--- config.mk ---
export PLATFORM = sky130hd
export DESIGN_NAME = seq_detector_param_flat
export DESIGN_NICKNAME = d
export VERILOG_FILES = /design/src/rtl/seq_detector_param_if.sv /design/src/rtl/seq_detector_param.sv /design/src/flat_wrapper.sv
export SDC_FILE = /design/constraint.sdc
export NUM_CORES = 1
export LEC_CHECK = 0
export BUFFER_PORTS_ARGS = -buffer_cell sky130_fd_sc_hd__buf_4
export CAP_MARGIN = 20
export CORE_ASPECT_RATIO = 0.6
export CORE_MARGIN = 4
export CORE_UTILIZATION = 59
export CTS_CLUSTER_SIZE = 8
export DETAILED_ROUTE_END_ITERATION = 10
export GPL_TIMING_DRIVEN = 0
export PLACE_DENSITY_LB_ADDON = 0.25
export SLEW_MARGIN = 20
export SYNTH_ARGS = -nofsm -noshare
export SYNTH_HDL_FRONTEND = slang
export SYNTH_SLANG_ARGS = --single-unit
export TNS_END_PERCENT = 20
--- constraint.sdc ---
create_clock -name clk -period 6.1 [get_ports clk]
set_clock_uncertainty 0.15 [all_clocks]
set_input_delay 0.915 -clock clk [delete_from_list [all_inputs] [get_ports clk]]
set_output_delay 0.915 -clock clk [all_outputs]
set_load 0.02 [all_outputs]
--- src/rtl/seq_detector_param_if.sv ---
// Bundle for seq_detector_param: configuration strobe and fields, serial input with
// its valid, and the detect pulse and match count.
interface seq_detector_param_if #(
    parameter int MAX_LEN = 8,
    parameter int LEN_W   = 4,
    parameter int CNT_W   = 8
);
    logic               cfg_load;
    logic [MAX_LEN-1:0] cfg_pattern;
    logic [LEN_W-1:0]   cfg_len;
    logic               cfg_overlap;
    logic               in_valid;
    logic               in_bit;
    logic               detect;
    logic [CNT_W-1:0]   match_count;

    modport master (
        output cfg_load, cfg_pattern, cfg_len, cfg_overlap, in_valid, in_bit,
        input  detect, match_count
    );

    modport slave (
        input  cfg_load, cfg_pattern, cfg_len, cfg_overlap, in_valid, in_bit,
        output detect, match_count
    );
endinterface

--- src/rtl/seq_detector_param.sv ---
// Run-time programmable Moore bit-sequence detector with registered detect pulse.
// Define SEQ_CNT_EN to build the saturating match counter; otherwise match_count is 0.
module seq_detector_param #(
    parameter int MAX_LEN = 8,
    parameter int LEN_W   = 4,
    parameter int CNT_W   = 8
) (
    input logic                 clk,
    input logic                 reset_n,
    seq_detector_param_if.slave bus
);
    localparam logic [LEN_W-1:0]   LEN_MAX = LEN_W'(MAX_LEN);
    localparam logic [MAX_LEN-1:0] PAT_RST = MAX_LEN'(3'b101);

    logic [MAX_LEN-1:0] pat_q, pat_d;
    logic [LEN_W-1:0]   len_q, len_d;
    logic               ovl_q, ovl_d;
    // The compare window is the stored bits plus the incoming bit, so the oldest bit is never kept.
    logic [MAX_LEN-2:0] hist_q, hist_d;
    logic [LEN_W-1:0]   fill_q, fill_d;
    logic               det_q, det_d;

    logic [MAX_LEN-1:0] hist_sh;
    logic [MAX_LEN-1:0] mask;
    logic [LEN_W-1:0]   fill_inc;
    logic               match;

    function automatic logic [LEN_W-1:0] fill_sat(input logic [LEN_W-1:0] f);
        return (f >= LEN_MAX) ? LEN_MAX : LEN_W'(f + 1'b1);
    endfunction

    always_comb begin
        for (int i = 0; i < MAX_LEN; i++) begin
            mask[i] = (i < int'(len_q));
        end
    end

    assign hist_sh  = {hist_q, bus.in_bit};
    assign fill_inc = fill_sat(fill_q);
    assign match    = (len_q != '0) && (fill_inc >= len_q) &&
                      (((hist_sh ^ pat_q) & mask) == '0);

    always_comb begin
        pat_d  = pat_q;
        len_d  = len_q;
        ovl_d  = ovl_q;
        hist_d = hist_q;
        fill_d = fill_q;
        det_d  = 1'b0;
        if (bus.cfg_load) begin
            pat_d  = bus.cfg_pattern;
            len_d  = (bus.cfg_len > LEN_MAX) ? LEN_MAX : bus.cfg_len;
            ovl_d  = bus.cfg_overlap;
            hist_d = '0;
            fill_d = '0;
        end else if (bus.in_valid) begin
            hist_d = hist_sh[MAX_LEN-2:0];
            // Non-overlapping mode restarts the fill so the next match needs len fresh bits.
            fill_d = (match && !ovl_q) ? '0 : fill_inc;
            det_d  = match;
        end
    end

    always_ff @(posedge clk or negedge reset_n) begin
        if (!reset_n) begin
            pat_q  <= PAT_RST;
            len_q  <= LEN_W'(3);
            ovl_q  <= 1'b0;
            hist_q <= '0;
            fill_q <= '0;
            det_q  <= 1'b0;
        end else begin
            pat_q  <= pat_d;
            len_q  <= len_d;
            ovl_q  <= ovl_d;
            hist_q <= hist_d;
            fill_q <= fill_d;
            det_q  <= det_d;
        end
    end

    assign bus.detect = det_q;

`ifdef SEQ_CNT_EN
    localparam logic [CNT_W-1:0] CNT_MAX = '1;

    logic [CNT_W-1:0] cnt_q, cnt_d;

    function automatic logic [CNT_W-1:0] cnt_sat(input logic [CNT_W-1:0] c);
        return (c == CNT_MAX) ? CNT_MAX : CNT_W'(c + 1'b1);
    endfunction

    // Counts on the same edge that raises detect; a load in that cycle clears instead.
    always_comb begin
        cnt_d = cnt_q;
        if (bus.cfg_load) begin
            cnt_d = '0;
        end else if (det_d) begin
            cnt_d = cnt_sat(cnt_q);
        end
    end

    always_ff @(posedge clk or negedge reset_n) begin
        if (!reset_n) begin
            cnt_q <= '0;
        end else begin
            cnt_q <= cnt_d;
        end
    end

    assign bus.match_count = cnt_q;
`else
    assign bus.match_count = CNT_W'(0);
`endif
endmodule
--- src/flat_wrapper.sv ---
// flat-port wrapper written by rule: the top's interface ports become plain ports
module seq_detector_param_flat 
#(
    parameter int MAX_LEN = 8,
    parameter int LEN_W   = 4,
    parameter int CNT_W   = 8
)
  (clk, reset_n, bus_cfg_load, bus_cfg_pattern, bus_cfg_len, bus_cfg_overlap, bus_in_valid, bus_in_bit, bus_detect, bus_match_count);
  seq_detector_param_if #(.MAX_LEN(MAX_LEN), .LEN_W(LEN_W), .CNT_W(CNT_W)) bus_i ();
  input logic clk;
  input logic reset_n;
  input wire logic [$bits(bus_i.cfg_load)-1:0] bus_cfg_load;
  input wire logic [$bits(bus_i.cfg_pattern)-1:0] bus_cfg_pattern;
  input wire logic [$bits(bus_i.cfg_len)-1:0] bus_cfg_len;
  input wire logic [$bits(bus_i.cfg_overlap)-1:0] bus_cfg_overlap;
  input wire logic [$bits(bus_i.in_valid)-1:0] bus_in_valid;
  input wire logic [$bits(bus_i.in_bit)-1:0] bus_in_bit;
  output wire logic [$bits(bus_i.detect)-1:0] bus_detect;
  output wire logic [$bits(bus_i.match_count)-1:0] bus_match_count;
  assign bus_i.cfg_load = bus_cfg_load;
  assign bus_i.cfg_pattern = bus_cfg_pattern;
  assign bus_i.cfg_len = bus_cfg_len;
  assign bus_i.cfg_overlap = bus_cfg_overlap;
  assign bus_i.in_valid = bus_in_valid;
  assign bus_i.in_bit = bus_in_bit;
  assign bus_detect = bus_i.detect;
  assign bus_match_count = bus_i.match_count;
  seq_detector_param #(.MAX_LEN(MAX_LEN), .LEN_W(LEN_W), .CNT_W(CNT_W)) u_core (.clk(clk), .reset_n(reset_n), .bus(bus_i));
endmodule
==> flow_summary_export.csv <==
group,metric,value,unit
detailed_routing,detail_route.wirelength,3280,microns
synthesis,syn_inst,139,
outcome,outcome,"complete, no violations",
synthesis,synth_area_per_cell,10.5,sq um
power,irDropWorstVdd,0.176,mV
min_path,min_path_type,"in2async",
timing,fin_crit_sh,0.413,
timing,max_freq,397,MHz
detailed_routing,vias,1101,
synthesis,synth_top_cell_by_area,"dfrtp_1",
final_layout,final_cells,196,
timing,fin_crit,2.52,ns
synthesis,async_flop_share,1.00,
place,hpwl,2510,microns
detailed_routing,drc_errors,0,
place,routabilityCongestion,0.843,
final_layout,num-fill-cells,156,
power,power_density,240,nW/um^2
timing,worst_pin_slew,0.666,ns
global_route,grt_pass1_wl,5480,microns
power,leakage,0.789,nW
synthesis,yosys_most_used_dff,"dfrtp_1",
power,internal-power,277,uW
power,switchingPower,130,uW
place,port_buffers,16,
power,sw_frac_of_total,0.319,
synthesis,yosysWarningCount,0,
die,core_area,2260,sq um
cts,holdBufCountCts,0,
synthesis,synth_area,1470,sq um
setup_path,cp_data_arrival_time,2.54,ns
final_layout,stdcell_area,1700,sq um
flow_run,max-cap-violations,0,
die,die_w,72.3,microns
setup_path,cp_data_required_time,6.12,ns
place,place_area,1650,sq um
cts,post_cts_buffers,0,
global_route,antenna_found_initial,0,
final_layout,synthToLayoutAreaGrowth,15.7,%
cts,clock_latency,0.27,ns
timing,drv_slew,0,
die,start_util,0.648,
cts,cts_resized,0,
timing,tns,0,ns
die,pin_count,27,
global_route,overflow,0,
timing,maxSlewHeadroom,0.551,
die,fp.dieArea,3370,sq um
power,clockPowerShare,0.245,
die,rows,13,
synthesis,synth_top_area_frac,0.359,
power,combPwrFrac,0.278,
final_layout,antenna_cells,0,
detailed_routing,ant_nets,0,
detailed_routing,drt_iter0_markers,89,
synthesis,synth_cell_types,37,
cts,clk_pin_slew_worst_paths,0.09,ns
cts,cts_tree,"done",
final_layout,drive_gt1_frac,0.289,
cts,clock-sinks,25,
setup_path,endpoint_kind,"flip-flop",
detailed_routing,via_per_inst,5.62,
synthesis,synth_common_cells,"dfrtp_1 (21), nor2_1 (12), mux2_2 (9)",
timing,rsz0062_at_grt,"no",
power,p_seq_frac,0.476,
synthesis,seq_area_frac_synth,0.430,
synthesis,ys_ff_latch,25,
cts,h-tree-depth,1,
global_route,grtUsageTotal,0.224,
setup_path,worst-path-max-fanout,5,
setup_path,crit_type,"reg2reg",
detailed_routing,first_pass_iters,4,
cts,cts_made_buffers,3,
place,dp.cells,192,
detailed_routing,wire_per_inst,16.7,microns
cts,cts.path.max_buffers,2,
setup_path,setup.worst_path.start_class,"flip-flop",
synthesis,post-synth-top-count-cell,"dfrtp_1",
final_layout,final_nets,191,
timing,finalSetupViolCount,0,
global_route,grt_max_degree,26,
synthesis,synth_edf_count,0,
timing,hold_violations,0,
die,die_h,46.6,microns
global_route,grt_pass1_vias,1106,
timing,whs,0.374,ns
power,power,407,uW
synthesis,synthTopCellsByArea,"dfrtp_1 (36%), dfstp_2 (7.2%), mux2_2 (6.9%)",
cts,cts_root_buf,"clkbuf_8",
==> state kept, by name, indices dropped and copies added (netlist names) <==
name	count
u_core.bus.detect	1
u_core.ovl_q	1
u_core.hist_q	7
u_core.len_q	4
u_core.pat_q	8
u_core.fill_q	4
==> final cells by class <==
class                           count  area [sq um]  share of cell area
Multi-Input combinational cell    100           749               0.442
Clock inverter                      1          5.00             0.00295
Sequential cell                    25           631               0.372
Tap cell                           30          37.5              0.0221
Buffer                             13          81.3              0.0480
Timing Repair Buffer               16           120              0.0708
Clock buffer                        3          41.3              0.0244
Inverter                            8          30.0              0.0177
==> power by group through the flow <==
| stage | Sequential (mW) | Clock [mW] | Combinational, mW |
|---|---|---|---|
| 2_1_floorplan | 0.192 | 0 | 0.0830 |
| 3_3_place_gp | 0.195 | 0 | 0.104 |
| 3_5_place_dp | 0.196 | 0 | 0.111 |
| 4_1_cts | 0.193 | 0.100 | 0.112 |
| 5_1_grt | 0.195 | 0.108 | 0.122 |
| 6_report | 0.194 | 0.0996 | 0.113 |
==> cells in the final DEF, fill, tap and decap left out, types with 4 or more instances in the layout <==
| master | netlist | final |
|---|---|---|
| a31oi_1 | 5 | 5 |
| dfrtp_1 | 21 | 21 |
| o21ai_0 | 5 | 5 |
| a21oi_1 | 5 | 5 |
| mux2i_1 | 7 | 7 |
| xnor2_1 | 7 | 7 |
| inv_1 | 8 | 8 |
| nand2_1 | 7 | 7 |
| mux2_2 | 9 | 9 |
| ha_1 | 6 | 6 |
| nor2_1 | 12 | 12 |
| dfstp_2 | 4 | 4 |
| nor3_1 | 4 | 4 |
| conb_1 | 1 | 8 |
| buf_4 | 8 | 24 |
==> per-stage QoR <==
step	worst slack, ns	util
2_1_floorplan	3.95	-
4_1_cts	3.63	0.750
3_3_place_gp	3.73	0.729
3_5_place_dp	3.66	0.729
6_report	3.58	0.750
5_1_grt	3.50	0.750
==> cell families (layout without fill, tap and decap cells) <==
family,count (synthesis),after routing,share of synthesized area
buffers and inverters,21,41,0.0760
AND/OR/NAND/NOR,36,36,0.126
other,1,8,0.00256
XOR/XNOR,9,9,0.0538
AO/OA/AOI/OAI,25,25,0.143
multiplexers,16,16,0.117
adder cells (fa/ha/maj),6,6,0.0512
flip-flops,25,25,0.430
==> metal layers <==
layer | global-route usage | wire [microns] | vias up
met1 | 0.287 | 1380 | 492
met4 | 0.0899 | 105 | 0
met3 | 0.0697 | 331 | 18
met2 | 0.358 | 1460 | 70
li1 | - | - | 521
met5 | 0 | 0 | -
==> path summary, 6_finish.rpt <==
kind                                  startpoint          endpoint  slack [ns]  cells past startpoint
worst min-delay path                     reset_n   u_core.len_q[2]        0.37                      1
worst max register to register  u_core.fill_q[0]  u_core.fill_q[2]        3.58                      7
max in group asynchronous                reset_n   u_core.pat_q[0]        5.13                      1
worst min register to register   u_core.pat_q[3]   u_core.pat_q[3]        0.39                      1
worst max-delay path            u_core.fill_q[0]  u_core.fill_q[2]        3.58                      7
min in group clk                 u_core.pat_q[3]   u_core.pat_q[3]        0.39                      1
==> critical path, cell delays in order, from the launching register on <==
cell and delay (ns):
dfrtp_1 0.44, inv_1 0.10, ha_1 0.31, nor2b_1 0.22, ha_1 0.30, a2111oi_4 0.47, nor3_1 0.12, a311oi_2 0.31
No activity file was read; power rests on OpenSTA's default activity.
